[src/rtl/md_pkg.sv]
// rtl/md_pkg.sv - op codes, FSM states and sizing helper shared by the iterative MDU
package md_pkg;

  typedef enum logic [3:0] {
    OP_NONE  = 4'd0,
    OP_MULT  = 4'd1,
    OP_MULTU = 4'd2,
    OP_DIV   = 4'd3,
    OP_DIVU  = 4'd4,
    OP_MFHI  = 4'd5,
    OP_MFLO  = 4'd6,
    OP_MTHI  = 4'd7,
    OP_MTLO  = 4'd8,
    OP_MADD  = 4'd9,
    OP_MADDU = 4'd10,
    OP_MSUB  = 4'd11,
    OP_MSUBU = 4'd12
  } md_op_e;

  typedef enum logic [1:0] {
    ST_IDLE   = 2'd0,
    ST_MUL    = 2'd1,
    ST_DIV    = 2'd2,
    ST_FINISH = 2'd3
  } md_state_e;

  // Counter must be able to hold 0..WIDTH.
  function automatic int cnt_width(input int width);
    return $clog2(width + 1);
  endfunction

endpackage

[src/rtl/md_iter_core.sv]
// rtl/md_iter_core.sv - one-bit-per-cycle shift-add multiply / restoring divide datapath
module md_iter_core
  import md_pkg::*;
#(
  parameter int WIDTH = 32
) (
  input  logic               clk,
  input  logic               reset,
  input  logic               load,
  input  logic               step,
  input  logic               div_mode,
  input  logic [WIDTH-1:0]   init,
  input  logic [WIDTH-1:0]   opnd_in,
  output logic [2*WIDTH-1:0] acc,
  output logic               last
);

  localparam int CW = cnt_width(WIDTH);

  logic [WIDTH-1:0]   opnd;
  logic [CW-1:0]      cnt;
  logic [2*WIDTH-1:0] acc_n;
  logic [WIDTH:0]     mul_sum;
  logic [WIDTH:0]     shifted;
  logic [WIDTH:0]     diff;

  // Multiply: acc = {partial product, remaining multiplier bits}.
  // Divide:   acc = {partial remainder, dividend bits / quotient bits}.
  always_comb begin
    mul_sum = {1'b0, acc[2*WIDTH-1:WIDTH]} + (acc[0] ? {1'b0, opnd} : '0);
    shifted = {acc[2*WIDTH-1:WIDTH], acc[WIDTH-1]};
    diff    = shifted - {1'b0, opnd};
    if (div_mode) begin
      if (!diff[WIDTH]) begin
        acc_n = {diff[WIDTH-1:0], acc[WIDTH-2:0], 1'b1};
      end else begin
        acc_n = {shifted[WIDTH-1:0], acc[WIDTH-2:0], 1'b0};
      end
    end else begin
      acc_n = {mul_sum, acc[WIDTH-1:1]};
    end
  end

  always_ff @(posedge clk or negedge reset) begin
    if (!reset) begin
      acc  <= '0;
      opnd <= '0;
      cnt  <= '0;
    end else if (load) begin
      acc  <= {{WIDTH{1'b0}}, init};
      opnd <= opnd_in;
      cnt  <= '0;
    end else if (step) begin
      acc  <= acc_n;
      cnt  <= cnt + 1'b1;
    end
  end

  assign last = (cnt == CW'(WIDTH - 1));

endmodule

[src/rtl/iter_mdu.sv]
// rtl/iter_mdu.sv - iterative multiply/divide unit with HI/LO, sign fix-up and accumulate
module iter_mdu
  import md_pkg::*;
#(
  parameter int WIDTH = 32
) (
  input  logic             clk,
  input  logic             reset,
  input  logic             start,
  input  logic             req,
  input  logic [WIDTH-1:0] rs,
  input  logic [WIDTH-1:0] rt,
  input  logic [3:0]       md_type,
  output logic             busy,
  output logic             done,
  output logic [WIDTH-1:0] md_out
);

  md_state_e state, state_n;

  logic               accept, load, step, commit;
  logic               is_mul, is_div, is_signed;
  logic               sign_a, sign_b;
  logic [WIDTH-1:0]   mag_a, mag_b;
  logic [WIDTH-1:0]   hi, lo;
  logic [3:0]         op_q;
  logic               neg_q, neg_r, div0_q;
  logic [WIDTH-1:0]   rs_q;
  logic [2*WIDTH-1:0] core_acc;
  logic               core_last;
  logic [2*WIDTH-1:0] prod, mul_res;
  logic [WIDTH-1:0]   quo, rem, div_lo, div_hi;
  logic               op_is_div;

  always_comb begin
    is_mul    = md_type inside {OP_MULT, OP_MULTU, OP_MADD, OP_MADDU, OP_MSUB, OP_MSUBU};
    is_div    = md_type inside {OP_DIV, OP_DIVU};
    is_signed = md_type inside {OP_MULT, OP_DIV, OP_MADD, OP_MSUB};
    sign_a    = is_signed & rs[WIDTH-1];
    sign_b    = is_signed & rt[WIDTH-1];
    mag_a     = sign_a ? -rs : rs;
    mag_b     = sign_b ? -rt : rt;
  end

  always_comb begin
    state_n = state;
    load    = 1'b0;
    step    = 1'b0;
    commit  = 1'b0;
    accept  = start && !req && (state == ST_IDLE);
    case (state)
      ST_IDLE: begin
        if (accept) begin
          load = is_mul | is_div;
          if (is_mul) begin
            state_n = ST_MUL;
          end else if (is_div) begin
            state_n = ST_DIV;
          end
        end
      end
      ST_MUL, ST_DIV: begin
        if (!req) begin
          step = 1'b1;
          if (core_last) begin
            state_n = ST_FINISH;
          end
        end
      end
      ST_FINISH: begin
        if (!req) begin
          commit  = 1'b1;
          state_n = ST_IDLE;
        end
      end
      default: state_n = ST_IDLE;
    endcase
  end

  always_ff @(posedge clk or negedge reset) begin
    if (!reset) begin
      state <= ST_IDLE;
    end else begin
      state <= state_n;
    end
  end

  assign busy = (state != ST_IDLE);

  md_iter_core #(
    .WIDTH(WIDTH)
  ) u_core (
    .clk     (clk),
    .reset   (reset),
    .load    (load),
    .step    (step),
    .div_mode(state == ST_DIV),
    .init    (is_div ? mag_a : mag_b),
    .opnd_in (is_div ? mag_b : mag_a),
    .acc     (core_acc),
    .last    (core_last)
  );

  // Most-negative / -1 needs no special case: the magnitude quotient is
  // 2^(WIDTH-1), signs match so it is not negated, and the remainder is 0.
  always_comb begin
    prod = neg_q ? -core_acc : core_acc;
    case (op_q)
      OP_MADD, OP_MADDU: mul_res = {hi, lo} + prod;
      OP_MSUB, OP_MSUBU: mul_res = {hi, lo} - prod;
      default:           mul_res = prod;
    endcase
    quo       = core_acc[WIDTH-1:0];
    rem       = core_acc[2*WIDTH-1:WIDTH];
    div_lo    = div0_q ? '1   : (neg_q ? -quo : quo);
    div_hi    = div0_q ? rs_q : (neg_r ? -rem : rem);
    op_is_div = op_q inside {OP_DIV, OP_DIVU};
  end

  always_ff @(posedge clk or negedge reset) begin
    if (!reset) begin
      hi     <= '0;
      lo     <= '0;
      done   <= 1'b0;
      op_q   <= '0;
      neg_q  <= 1'b0;
      neg_r  <= 1'b0;
      div0_q <= 1'b0;
      rs_q   <= '0;
    end else begin
      done <= commit;
      if (load) begin
        op_q   <= md_type;
        neg_q  <= sign_a ^ sign_b;
        neg_r  <= sign_a;
        div0_q <= (rt == '0);
        rs_q   <= rs;
      end
      if (accept && md_type == OP_MTHI) begin
        hi <= rs;
      end
      if (accept && md_type == OP_MTLO) begin
        lo <= rs;
      end
      if (commit) begin
        if (op_is_div) begin
          hi <= div_hi;
          lo <= div_lo;
        end else begin
          {hi, lo} <= mul_res;
        end
      end
    end
  end

  always_comb begin
    md_out = '0;
    if (md_type == OP_MFHI) begin
      md_out = hi;
    end else if (md_type == OP_MFLO) begin
      md_out = lo;
    end
  end

endmodule

[config.mk]
export PLATFORM = sky130hd
export DESIGN_NAME = iter_mdu
export DESIGN_NICKNAME = d
export VERILOG_FILES = /design/src/rtl/md_pkg.sv /design/src/rtl/md_iter_core.sv /design/src/rtl/iter_mdu.sv
export SDC_FILE = /design/constraint.sdc
export NUM_CORES = 1
export LEC_CHECK = 0
export ABC_CLOCK_PERIOD_IN_PS = 7000
export BUFFER_PORTS_ARGS = -buffer_cell sky130_fd_sc_hd__buf_4
export CAP_MARGIN = 10
export CORE_ASPECT_RATIO = 1.25
export CORE_MARGIN = 1.5
export CORE_UTILIZATION = 47
export CTS_BUF_LIST = sky130_fd_sc_hd__clkbuf_16
export DETAILED_ROUTE_END_ITERATION = 8
export GPL_TIMING_DRIVEN = 0
export HOLD_SLACK_MARGIN = 0.05
export SYNTH_ARGS = -nofsm -noshare
export SYNTH_HDL_FRONTEND = slang
export SYNTH_SLANG_ARGS = --single-unit
[constraint.sdc]
create_clock -name clk -period 7 [get_ports clk]
set_input_delay 1.4 -clock clk [delete_from_list [all_inputs] [get_ports clk]]
set_output_delay 1.4 -clock clk [all_outputs]
set_load 0.005 [all_outputs]
==> results by group <==
Timing
  • Slew headroom: 11.63%
  • Hold Fails Final Rpt: 0
  • Period utilization: 97.74%
  • Slew @ Worst Pin: 1.321 ns
  • Max frequency: 0.1462 GHz
  • Endpoints failing setup: 0
  • Skew final: 0.01251 ns
  • Unrepaired setup endpoints after global routing: no
  • Crit path time final: 6.842 ns
  • Hold Slack: 0.4720 ns
  • Pins Over Slew Limit: 0

Place
  • HPWL after DPL: 87630 µm
  • Port Buf Inserts: 97
  • Placer Congestion: 1.023

Flow run
  • MaxCap Viol Count: 0

Floorplan
  • Core Region: 0.05019 mm²
  • Die Ht: 254.6 µm
  • Starting Density: 47.43%
  • Die area: approximately 0.052 mm²
  • # IOs: 106
  • Site Rows: 92
  • Width of the chip: 204.3 µm

Setup path
  • Worst setup EP type: flip-flop
  • Bufs and invs on worst path: 4
  • Crit path max-delay family: simple AND/OR/NAND/NOR gates
  • Worst Setup Start Kind: flip-flop
  • Crit path required time: 7.48 ns
  • Crit Path Category: reg -> reg
  • Critical path startpoint: u_core.acc[0]$_DFFE_PN0P_
  • Critical Path AT: 7.32 ns
  • R2R Path Start: u_core.acc[0]$_DFFE_PN0P_
  • Slowest CP cell: dfrtp_4
  • CP Max Fanout: 17
  • CP max stage delay: 0.58 ns

Drt
  • Vias after detailed routing: 25800
  • Drt pass-1 iters: 7
  • DR vias/cell: 6.484
  • Routed wire length: 110600 µm
  • Post-route ant nets: 0
  • DR WL/cell: 27.79 µm
  • Initial drt markers: 2727
  • Drc violations: 0

Yosys
  • Synth Register Bits: ~210
  • Number of synthesis warnings: 0
  • Syn_area_per_cell: 7.572 µm²
  • Ys flop type: dfrtp_1
  • Asr flop ratio synth: 100.0%
  • Synthesized area: approximately 0.024 mm²
  • EDFF count, synth: 0
  • Synthesized net count: between 3000 and 4000
  • Sequential fraction of the synthesis area: a little over a fifth
  • Distinct cells, synth: 93
  • Gate Count Post-Synth: about 3100

Status
  • Status: finished clean

Layout
  • Share of layout cells above drive strength 1: under 10%
  • Fillcell total: 5004
  • Final net count: 3514
  • Most frequent cells in the layout: 352 x nand2_1, 276 x o21ai_0, 275 x nor2_1
  • Antenna Cells: 0
  • Area delta synth->final: 12.39%
  • Commonest non-fill, non-tap cell in the layout: nand2_1

Global route
  • GR Util met2: 67.35%
  • Initial antenna violation count: 1
  • M1 GR Usage: 51.31%
  • First-pass GRT wire length: 160600 µm
  • Tot GR Track Use: 41.78%
  • GR Util met3: 4.715%
  • GRT overflow: 0
  • Via count of the first global-routing pass: 24620
  • GR peak layer: met2
  • Largest net degree at the start of global routing: 105

Clock tree
  • Clock Path Buffers: 3
  • CTS Sinks: 208
  • CTS tree: yes
  • Clock Latency Late Sink: roughly 0.58 ns
  • H-tree levels: 1
  • Num CTS Buffers: 28
  • Clock Pin Slew Worst Setup and Hold Paths: 0.06 ns
  • Root buffer cell: clkbuf_16

Min path
  • Hold path start: rs_q[19]$_DFFE_PN0P_
  • Hold crit path type: reg -> reg
## cell families after synthesis
kind of cell,synth area share (%)
multiplexers,6.213
adder cells (fa/ha/maj),7.400
XOR/XNOR,12.13
AO/OA/AOI/OAI,27.43
flip-flops,21.86
AND/OR/NAND/NOR,20.18
buffers and inverters,4.778
## registers in the layout (all words and copies together) (netlist names), 2 cells and up
signal	flops
u_core.acc	64
state	2
u_core.cnt	6
hi	32
op_q	4
u_core.opnd	32
lo	32
rs_q	32
## routing by layer
metal / up-vias / wire length, µm
met5: - / 0
li1: 11740 / -
met3: 318 / 8694
met2: 1387 / 49460
met4: 0 / 9792
met1: 12350 / 42620
## worst reg2reg max path: cells and delay by family, from the launching register on
| kind | cells | cell delay (ns) |
|---|---|---|
| XOR/XNOR | 1 | 0.29 |
| AND/OR/NAND/NOR | 8 | 2.33 |
| multiplexers | 2 | 0.31 |
| flip-flops | 1 | 0.58 |
| adder cells (fa/ha/maj) | 2 | 0.58 |
| buffers and inverters | 4 | 0.74 |
| AO/OA/AOI/OAI | 10 | 1.94 |
## final timing paths
kind	end	slack, ns	cells past startpoint
worst max-delay path	hi[31]$_DFFE_PN0P_	0.16	27
worst min register to register	rs_q[19]$_DFFE_PN0P_	0.47	2
worst max register to register	hi[31]$_DFFE_PN0P_	0.16	27
max in group asynchronous	u_core.acc[0]$_DFFE_PN0P_	5.06	3
worst min-delay path	rs_q[19]$_DFFE_PN0P_	0.47	2
min in group asynchronous	hi[26]$_DFFE_PN0P_	0.59	1
## cells in the mapped netlist (all sizes together) (38+ instances only)
master | instances | area share [%]
a21oi | 273 | 5.7
o211ai | 65 | 2.0
ha | 136 | 7.1
xnor2 | 167 | 6.2
inv | 84 | 1.3
nand2 | 352 | 5.6
nor2 | 277 | 4.4
clkbuf | 189 | 3.0
o21ai | 281 | 5.9
nand4 | 40 | 1.2
dfrtp | 208 | 22
mux2i | 126 | 5.3
a21o | 70 | 2.2
nand3 | 43 | 0.90
nor3 | 59 | 1.3
xor2 | 161 | 6.0
a31oi | 38 | 1.1
## layout make-up
| type | instances | area (µm²) | area share (%) |
|---|---|---|---|
| inverter | 85 | 331.6 | 1.239 |
| multi-input combinational | 2638 | 17710 | 66.21 |
| clock inverter | 19 | 106.4 | 0.3975 |
| timing repair buffer | 131 | 1026 | 3.835 |
| clock buffer | 29 | 725.7 | 2.712 |
| sequential | 208 | 5209 | 19.47 |
| tap | 658 | 823.3 | 3.077 |
| buffer | 211 | 819.5 | 3.063 |
## metrics by stage
| step | worst slack [ns] | std cells | instance area [µm²] | utilization [%] | setup TNS [ns] |
|---|---|---|---|---|---|
| after CTS | -0.04616 | 3958 | 26500 | 52.79 | -0.04616 |
| final | 0.1579 | 3979 | 26760 | 53.31 | 0 |
| after global placement | -2.290 | 3899 | 25360 | 50.52 | -45.38 |
| after floorplan | 0.5200 | 3144 | 23810 | - | 0 |
| after global routing | 0.007275 | 3979 | 26760 | 53.31 | 0 |
| after detailed placement | -2.321 | 3902 | 25430 | 50.67 | -42.11 |
## what timing repair did
item / CTS / global route
setup buffers: 9 / 21
resized for setup: 34 / 29
cloned: 0 / 0
pin swaps: 7 / 15
hold buffers: 0 / 0
setup endpoints to repair: 46 / 26
Power is not shown: default switching activity piles up to over one toggle a cycle in this logic, so the estimate is an artifact.
